File: config.mk
export PLATFORM = sky130hd
export DESIGN_NAME = transfer_datapath
export DESIGN_NICKNAME = d
export VERILOG_FILES = /design/src/rtl/edulent_pkg.sv /design/src/rtl/stack_pointer.sv /design/src/rtl/transfer_datapath.sv
export SDC_FILE = /design/constraint.sdc
export NUM_CORES = 1
export LEC_CHECK = 0
export BUFFER_PORTS_ARGS = -buffer_cell sky130_fd_sc_hd__buf_2
export CAP_MARGIN = 20
export CORE_UTILIZATION = 51
export CTS_CLUSTER_DIAMETER = 50
export CTS_CLUSTER_SIZE = 16
export DETAILED_ROUTE_END_ITERATION = 10
export PLACE_DENSITY = 0.75
export SYNTH_ARGS = -nofsm -noshare
export SYNTH_HDL_FRONTEND = slang
export SYNTH_HIERARCHICAL = 1
export SYNTH_SLANG_ARGS = --single-unit
File: constraint.sdc
create_clock -name i_clk -period 6.45 [get_ports i_clk]
set_clock_uncertainty 0.2 [all_clocks]
set_input_delay 1.29 -clock i_clk [delete_from_list [all_inputs] [get_ports i_clk]]
set_output_delay 1.29 -clock i_clk [all_outputs]
set_load 0.1 [all_outputs]
File: src/rtl/edulent_pkg.sv
// Shared EduLent encodings: transfer commands, SP ops and the CALL opcode.
// Used by both the control unit and the transfer datapath.
package edulent_pkg;

  localparam int unsigned CMD_W   = 4;
  localparam int unsigned SP_OP_W = 2;
  localparam int unsigned OPC_W   = 8;

  localparam logic [OPC_W-1:0] OPC_CALL = 8'hC1;

  typedef enum logic [CMD_W-1:0] {
    CMD_NONE    = 4'h0,
    CMD_MA_PC   = 4'h1,
    CMD_MD_MEM  = 4'h2,
    CMD_IR_MD   = 4'h3,
    CMD_MA_MD   = 4'h4,
    CMD_ACC_MD  = 4'h5,
    CMD_MA_AP   = 4'h6,
    CMD_MA_SP   = 4'h7,
    CMD_MD_ACC  = 4'h8,
    CMD_MEM_WR  = 4'h9,
    CMD_ACC_ALU = 4'hA,
    CMD_PC_MD   = 4'hB,
    CMD_A_IN    = 4'hC,
    CMD_OUT_A   = 4'hD,
    CMD_PC_AP   = 4'hE,
    CMD_MD_PC   = 4'hF
  } transfer_cmd_t;

  typedef enum logic [SP_OP_W-1:0] {
    SP_HOLD     = 2'b00,
    SP_INC      = 2'b01,
    SP_DEC      = 2'b10,
    SP_HOLD_ALT = 2'b11
  } sp_op_t;

endpackage

File: src/rtl/stack_pointer.sv
// Stack pointer register with modulo inc/dec.
// STACK_GUARD_EN adds a sticky fault flag on wrap; otherwise the flag is tied low.
module stack_pointer
  import edulent_pkg::*;
#(
  parameter int unsigned          DATA_W   = 8,
  parameter logic [DATA_W-1:0]    SP_RESET = '1
) (
  input  logic              clk,
  input  logic              rst,
  input  logic [1:0]        sp_op,
  output logic [DATA_W-1:0] sp,
  output logic              stack_fault
);

  sp_op_t op;
  assign op = sp_op_t'(sp_op);

  always_ff @(posedge clk or posedge rst) begin
    if (rst) begin
      sp <= SP_RESET;
    end else begin
      case (op)
        SP_INC:  sp <= sp + DATA_W'(1);
        SP_DEC:  sp <= sp - DATA_W'(1);
        default: sp <= sp;
      endcase
    end
  end

`ifdef STACK_GUARD_EN
  // Wrap detected on the pre-update value; SP itself still wraps.
  logic wrap_c;
  assign wrap_c = ((op == SP_INC) && (sp == '1)) ||
                  ((op == SP_DEC) && (sp == '0));

  always_ff @(posedge clk or posedge rst) begin
    if (rst) begin
      stack_fault <= 1'b0;
    end else if (wrap_c) begin
      stack_fault <= 1'b1;
    end
  end
`else
  assign stack_fault = 1'b0;
`endif

endmodule

File: src/rtl/transfer_datapath.sv
// EduLent register-transfer datapath: PC, MA, MD, IR, A, AP, OUT plus SP sub-module.
// Optional SP wrap guard is enabled with the STACK_GUARD_EN macro.
module transfer_datapath
  import edulent_pkg::*;
#(
  parameter int unsigned       DATA_W   = 8,
  parameter logic [DATA_W-1:0] PC_RESET = '0,
  parameter logic [DATA_W-1:0] SP_RESET = '1
) (
  input  logic              i_clk,
  input  logic              i_rst,
  input  logic [3:0]        i_transfer_cmd,
  input  logic              i_inc_pc,
  input  logic [1:0]        i_inc_dec_sp,
  input  logic              i_alu_res_to_ap,
  input  logic              i_reset_ir,
  input  logic [DATA_W-1:0] i_alu_result,
  input  logic [DATA_W-1:0] i_in,
  input  logic [DATA_W-1:0] i_mem_rdata,
  output logic [DATA_W-1:0] o_mem_addr,
  output logic              o_mem_we,
  output logic [DATA_W-1:0] o_mem_wdata,
  output logic [DATA_W-1:0] o_ir,
  output logic [DATA_W-1:0] o_a,
  output logic [DATA_W-1:0] o_ap,
  output logic [DATA_W-1:0] o_out,
  output logic              o_out_valid,
  output logic              o_stack_fault
);

  transfer_cmd_t cmd;
  assign cmd = transfer_cmd_t'(i_transfer_cmd);

  logic [DATA_W-1:0] pc, ma, md, ir, a, ap, out;
  logic              out_valid;
  logic [DATA_W-1:0] pc_nxt, ma_nxt, md_nxt, ir_nxt, a_nxt, ap_nxt, out_nxt;
  logic              out_valid_nxt;
  logic [DATA_W-1:0] sp;

  stack_pointer #(
    .DATA_W   (DATA_W),
    .SP_RESET (SP_RESET)
  ) u_sp (
    .clk         (i_clk),
    .rst         (i_rst),
    .sp_op       (i_inc_dec_sp),
    .sp          (sp),
    .stack_fault (o_stack_fault)
  );

  // Memory transfers through MD target AP for stack-style opcodes and CALL.
  logic md_sel_ap_c;
  assign md_sel_ap_c = ir[1] | (ir == DATA_W'(OPC_CALL));

  // Write strobe is combinational so the RAM captures MD on the executing edge.
  assign o_mem_we = (cmd == CMD_MEM_WR) && !i_rst;

  always_comb begin
    pc_nxt        = i_inc_pc ? pc + DATA_W'(1) : pc;
    ma_nxt        = ma;
    md_nxt        = md;
    ir_nxt        = ir;
    a_nxt         = a;
    ap_nxt        = ap;
    out_nxt       = out;
    out_valid_nxt = 1'b0;

    case (cmd)
      CMD_MA_PC:  ma_nxt = pc;
      CMD_MD_MEM: md_nxt = i_mem_rdata;
      CMD_IR_MD:  ir_nxt = md;
      CMD_MA_MD:  ma_nxt = md;
      CMD_ACC_MD: begin
        if (md_sel_ap_c) ap_nxt = md;
        else             a_nxt  = md;
      end
      CMD_MA_AP:  ma_nxt = ap;
      CMD_MA_SP:  ma_nxt = sp;
      CMD_MD_ACC: md_nxt = md_sel_ap_c ? ap : a;
      CMD_ACC_ALU: begin
        if (i_alu_res_to_ap) ap_nxt = i_alu_result;
        else                 a_nxt  = i_alu_result;
      end
      CMD_PC_MD:  pc_nxt = md;
      CMD_A_IN:   a_nxt  = i_in;
      CMD_OUT_A: begin
        out_nxt       = a;
        out_valid_nxt = 1'b1;
      end
      CMD_PC_AP:  pc_nxt = ap;
      CMD_MD_PC:  md_nxt = pc;
      default: ;
    endcase

    // IR clear overrides a same-cycle load.
    if (i_reset_ir) ir_nxt = '0;
  end

  always_ff @(posedge i_clk or posedge i_rst) begin
    if (i_rst) begin
      pc        <= PC_RESET;
      ma        <= '0;
      md        <= '0;
      ir        <= '0;
      a         <= '0;
      ap        <= '0;
      out       <= '0;
      out_valid <= 1'b0;
    end else begin
      pc        <= pc_nxt;
      ma        <= ma_nxt;
      md        <= md_nxt;
      ir        <= ir_nxt;
      a         <= a_nxt;
      ap        <= ap_nxt;
      out       <= out_nxt;
      out_valid <= out_valid_nxt;
    end
  end

  assign o_mem_addr  = ma;
  assign o_mem_wdata = md;
  assign o_ir        = ir;
  assign o_a         = a;
  assign o_ap        = ap;
  assign o_out       = out;
  assign o_out_valid = out_valid;

endmodule

==> flow_summary.yaml <==
drt:
  vias: 3604
  drtIter0Drc: 344
  viasPerCell: 6.323
  avgRoutedWirePerCell_um: 19.45
  drcViolationCount: 0
  routed_wirelength_um: 11090
  firstDrtPassIters: 5
  ant_nets: 0
yosys:
  synth_compound_area_share_pct: 23.73
  synthCells: 401
  async_flop_share_pct: 100.0
  synth_top_family_by_area: "compound AO/OA/AOI/OAI gates"
  synth_xor_area_share_pct: 2.348
  synthFlopType: "dfrtp_1"
  yosysWarnings: 6
  synth_edf_count: 0
  netlist_area_mm2: 0.004103
  synthSimpleGateAreaFrac_pct: 12.66
  synth_fp_nets: 440
  avgSynthCellArea_um2: 10.23
  ys_ff_latch: 65
  synthMuxAreaShare_pct: 13.27
  yosysSeqAreaShare_pct: 39.89
  yosysUniqueCellTypes: 71
  synth_fa_ha_area_share_pct: 1.220
layout:
  syn_to_final_growth_pct: 13.57
  fillCellCount: 676
  antennaDiodeCount: 0
  multi_input_area_mm2: 0.002193
  register_area_mm2: 0.001637
  fin_area_mm2: 0.004659
  finalNetCount: 502
  final_layout_size_suffix_gt1_share_pct: 30.56
timing:
  period_minus_slack_ns: 4.380
  finalCritPeriodShare_pct: 67.91
  drv_slew: 0
  rsz0062_at_grt: "false"
  max_slew_margin_pct: 50.63
  tightestPinTransition_ns: 0.7405
  fmax_ghz: 0.2283
  fin_setup_tns_ns: 0
  hold_violations: 0
  setup-violations-final: 0
status:
  status: "finished, final reports clean"
global_route:
  grt_pass1_wl_um: 17880
  gr-total-overflow: 0
  grt_max_degree: 58
  grt_pass1_vias: 3481
  track_usage_pct: 27.75
  antenna_found_initial: 0
die:
  die_h_um: 91.69
  core_area_mm2: 0.007767
  io_pins: 86
  start_util_pct: 52.82
  die-area_mm2: 0.008407
  num_rows: 32
  die_w_um: 91.69
critical_path:
  cp.required_ns: 4.96
  path_buf_inv: 2
  crit_path_max_incr_delay_ns: 0.50
  crit_fanout: 33
  r2r_setup_slack_ns: 4.23
  cp_top_family: "buffers and inverters"
  critical_path_class: "in2out"
  start_kind: "input pin"
  slowest_stage: "buf_2"
  crit_top_cell: "buf_2"
  cp-end-kind: "output port"
  cp.arrival_ns: 2.89
  path_cells: "buf_2, or2b_1, nor4b_2, buf_2"
placed_design:
  dp_hpwl_um: 7692
  placed_cell_area_mm2: 0.004464
  globalplace.congestion: 0.8596
  port_buffers: 84
clocking:
  numCtsBuffers: 9
  clock-sinks: 65
  clk_pin_slew_ns: 0.08
  cts_tree: "done"
  cts_max_level: 3
  cts_hold_buffers: 0
  clock_latency_ns: 0.36
  cts_buffer_depth: 2
  post_cts_resized: 0
  post_cts_buffers: 0
  clock-root-buffer: "clkbuf_8"
power_and_ir_drop:
  pwr_density_cell_mw_per_mm2: 490.6
  ir_drop_mv: 0.2234
  p_leak_uw: 0.002147
min_path:
  hp-class: "reg2reg"
run:
  cap_violations: 0
-- where the power goes --
| part | internal, µW | leakage [µW] | switching [µW] |
|---|---|---|---|
| registers | 555 | 0.000775 | 231 |
| logic | 262 | 0.00128 | 890 |
| clock network | 180 | 0.0000929 | 168 |
| total | 996 | 0.00215 | 1290 |
-- layer usage --
layer / up-vias / track usage (%) / wire (µm)
met3: 27 / 3.648 / 640
met5: - / 0 / 0
met2: 162 / 45.61 / 5489
met4: 0 / 13.54 / 338
met1: 1777 / 36.16 / 4618
li1: 1638 / - / -
-- worst reg2reg max path, cell delays in order, from the launching register on --
cell,delay [ns]
dfstp_2,0.64
xor2_1,0.17
ha_1,0.21
nor4_1,0.06
nor4_2,0.34
mux2i_1,0.23
o311ai_1,0.12
xor2_1,0.17
-- placed cells by master, fill, tap and decap left out, types with 5 or more instances in the layout --
cell type,count
dfstp_2,8
mux2_2,19
o32ai_1,5
dfrtp_1,57
a22oi_1,18
o221ai_1,8
a22o_1,15
o22ai_1,7
nand2_1,18
inv_1,16
o21a_1,6
xnor2_1,7
a221o_1,7
buf_2,84
nor2_1,22
o21ai_0,14
mux2i_1,33
clkbuf_8,9
a21oi_1,18
nor2b_1,5
nand3_1,5
-- state kept, by name, indices dropped and copies added (netlist names) --
signal       cells
o_mem_wdata      8
o_ap             8
o_a              8
o_ir             8
u_sp/sp          8
o_out_valid      1
o_mem_addr       8
o_out            8
pc               8
-- stage by stage --
stage,worst slack [ns],util [%],instances,total power (µW),hold slack [ns]
2_1_floorplan,1.395,-,401,1701,0.2700
3_3_place_gp,2.104,57.47,554,1916,0.2567
3_5_place_dp,2.087,57.47,554,1938,0.2650
4_1_cts,2.077,59.99,570,2287,0.2832
5_1_grt,1.997,59.99,570,2386,0.3157
6_report,2.070,59.99,570,2286,0.2761
-- cell type report --
class,instances,share of cell area (%)
Timing Repair Buffer,87,9.506
Clock buffer,10,2.739
Multi-Input combinational cell,283,47.07
Clock inverter,6,1.450
Sequential cell,65,35.12
Inverter,17,1.369
Tap cell,102,2.739
-- cells in the mapped netlist, types with 5 or more instances --
library cell,number,area share (%)
o21ai_0,14,1.7
nand2_1,18,1.6
buf_2,10,1.2
o21a_1,6,1.1
a22o_1,15,3.2
inv_1,17,1.6
nor2_1,22,2.0
o22ai_1,7,1.1
o221ai_1,8,1.7
a21oi_1,18,2.2
dfstp_2,8,5.1
buf_6,7,1.9
o32ai_1,5,1.1
mux2_2,19,5.2
clkbuf_1,12,1.1
a22oi_1,18,3.3
mux2i_1,33,8.1
nor2b_1,5,0.76
xnor2_1,7,1.5
a221o_1,7,1.7
dfrtp_1,57,35
nand3_1,5,0.61
-- final timing paths --
kind | startpoint | end | depth (start not counted)
max in group asynchronous | i_rst | o_ir[2] | 3
hold reg to reg | o_out[7] | o_out[7] | 2
setup / recovery | i_transfer_cmd[0] | o_mem_we | 4
min in group asynchronous | i_rst | o_mem_addr[6] | 3
hold / removal | o_out[7] | o_out[7] | 2
setup reg to reg | u_sp/sp[1] | u_sp/sp[6] | 7
-- cell families after synthesis --
logic type               after synthesis
AO/OA/AOI/OAI                        129
multiplexers                          52
flip-flops                            65
adder cells (fa/ha/maj)                4
AND/OR/NAND/NOR                       86
XOR/XNOR                              11
buffers and inverters                 53
other                                  1
(Power assumes the default switching activity.)
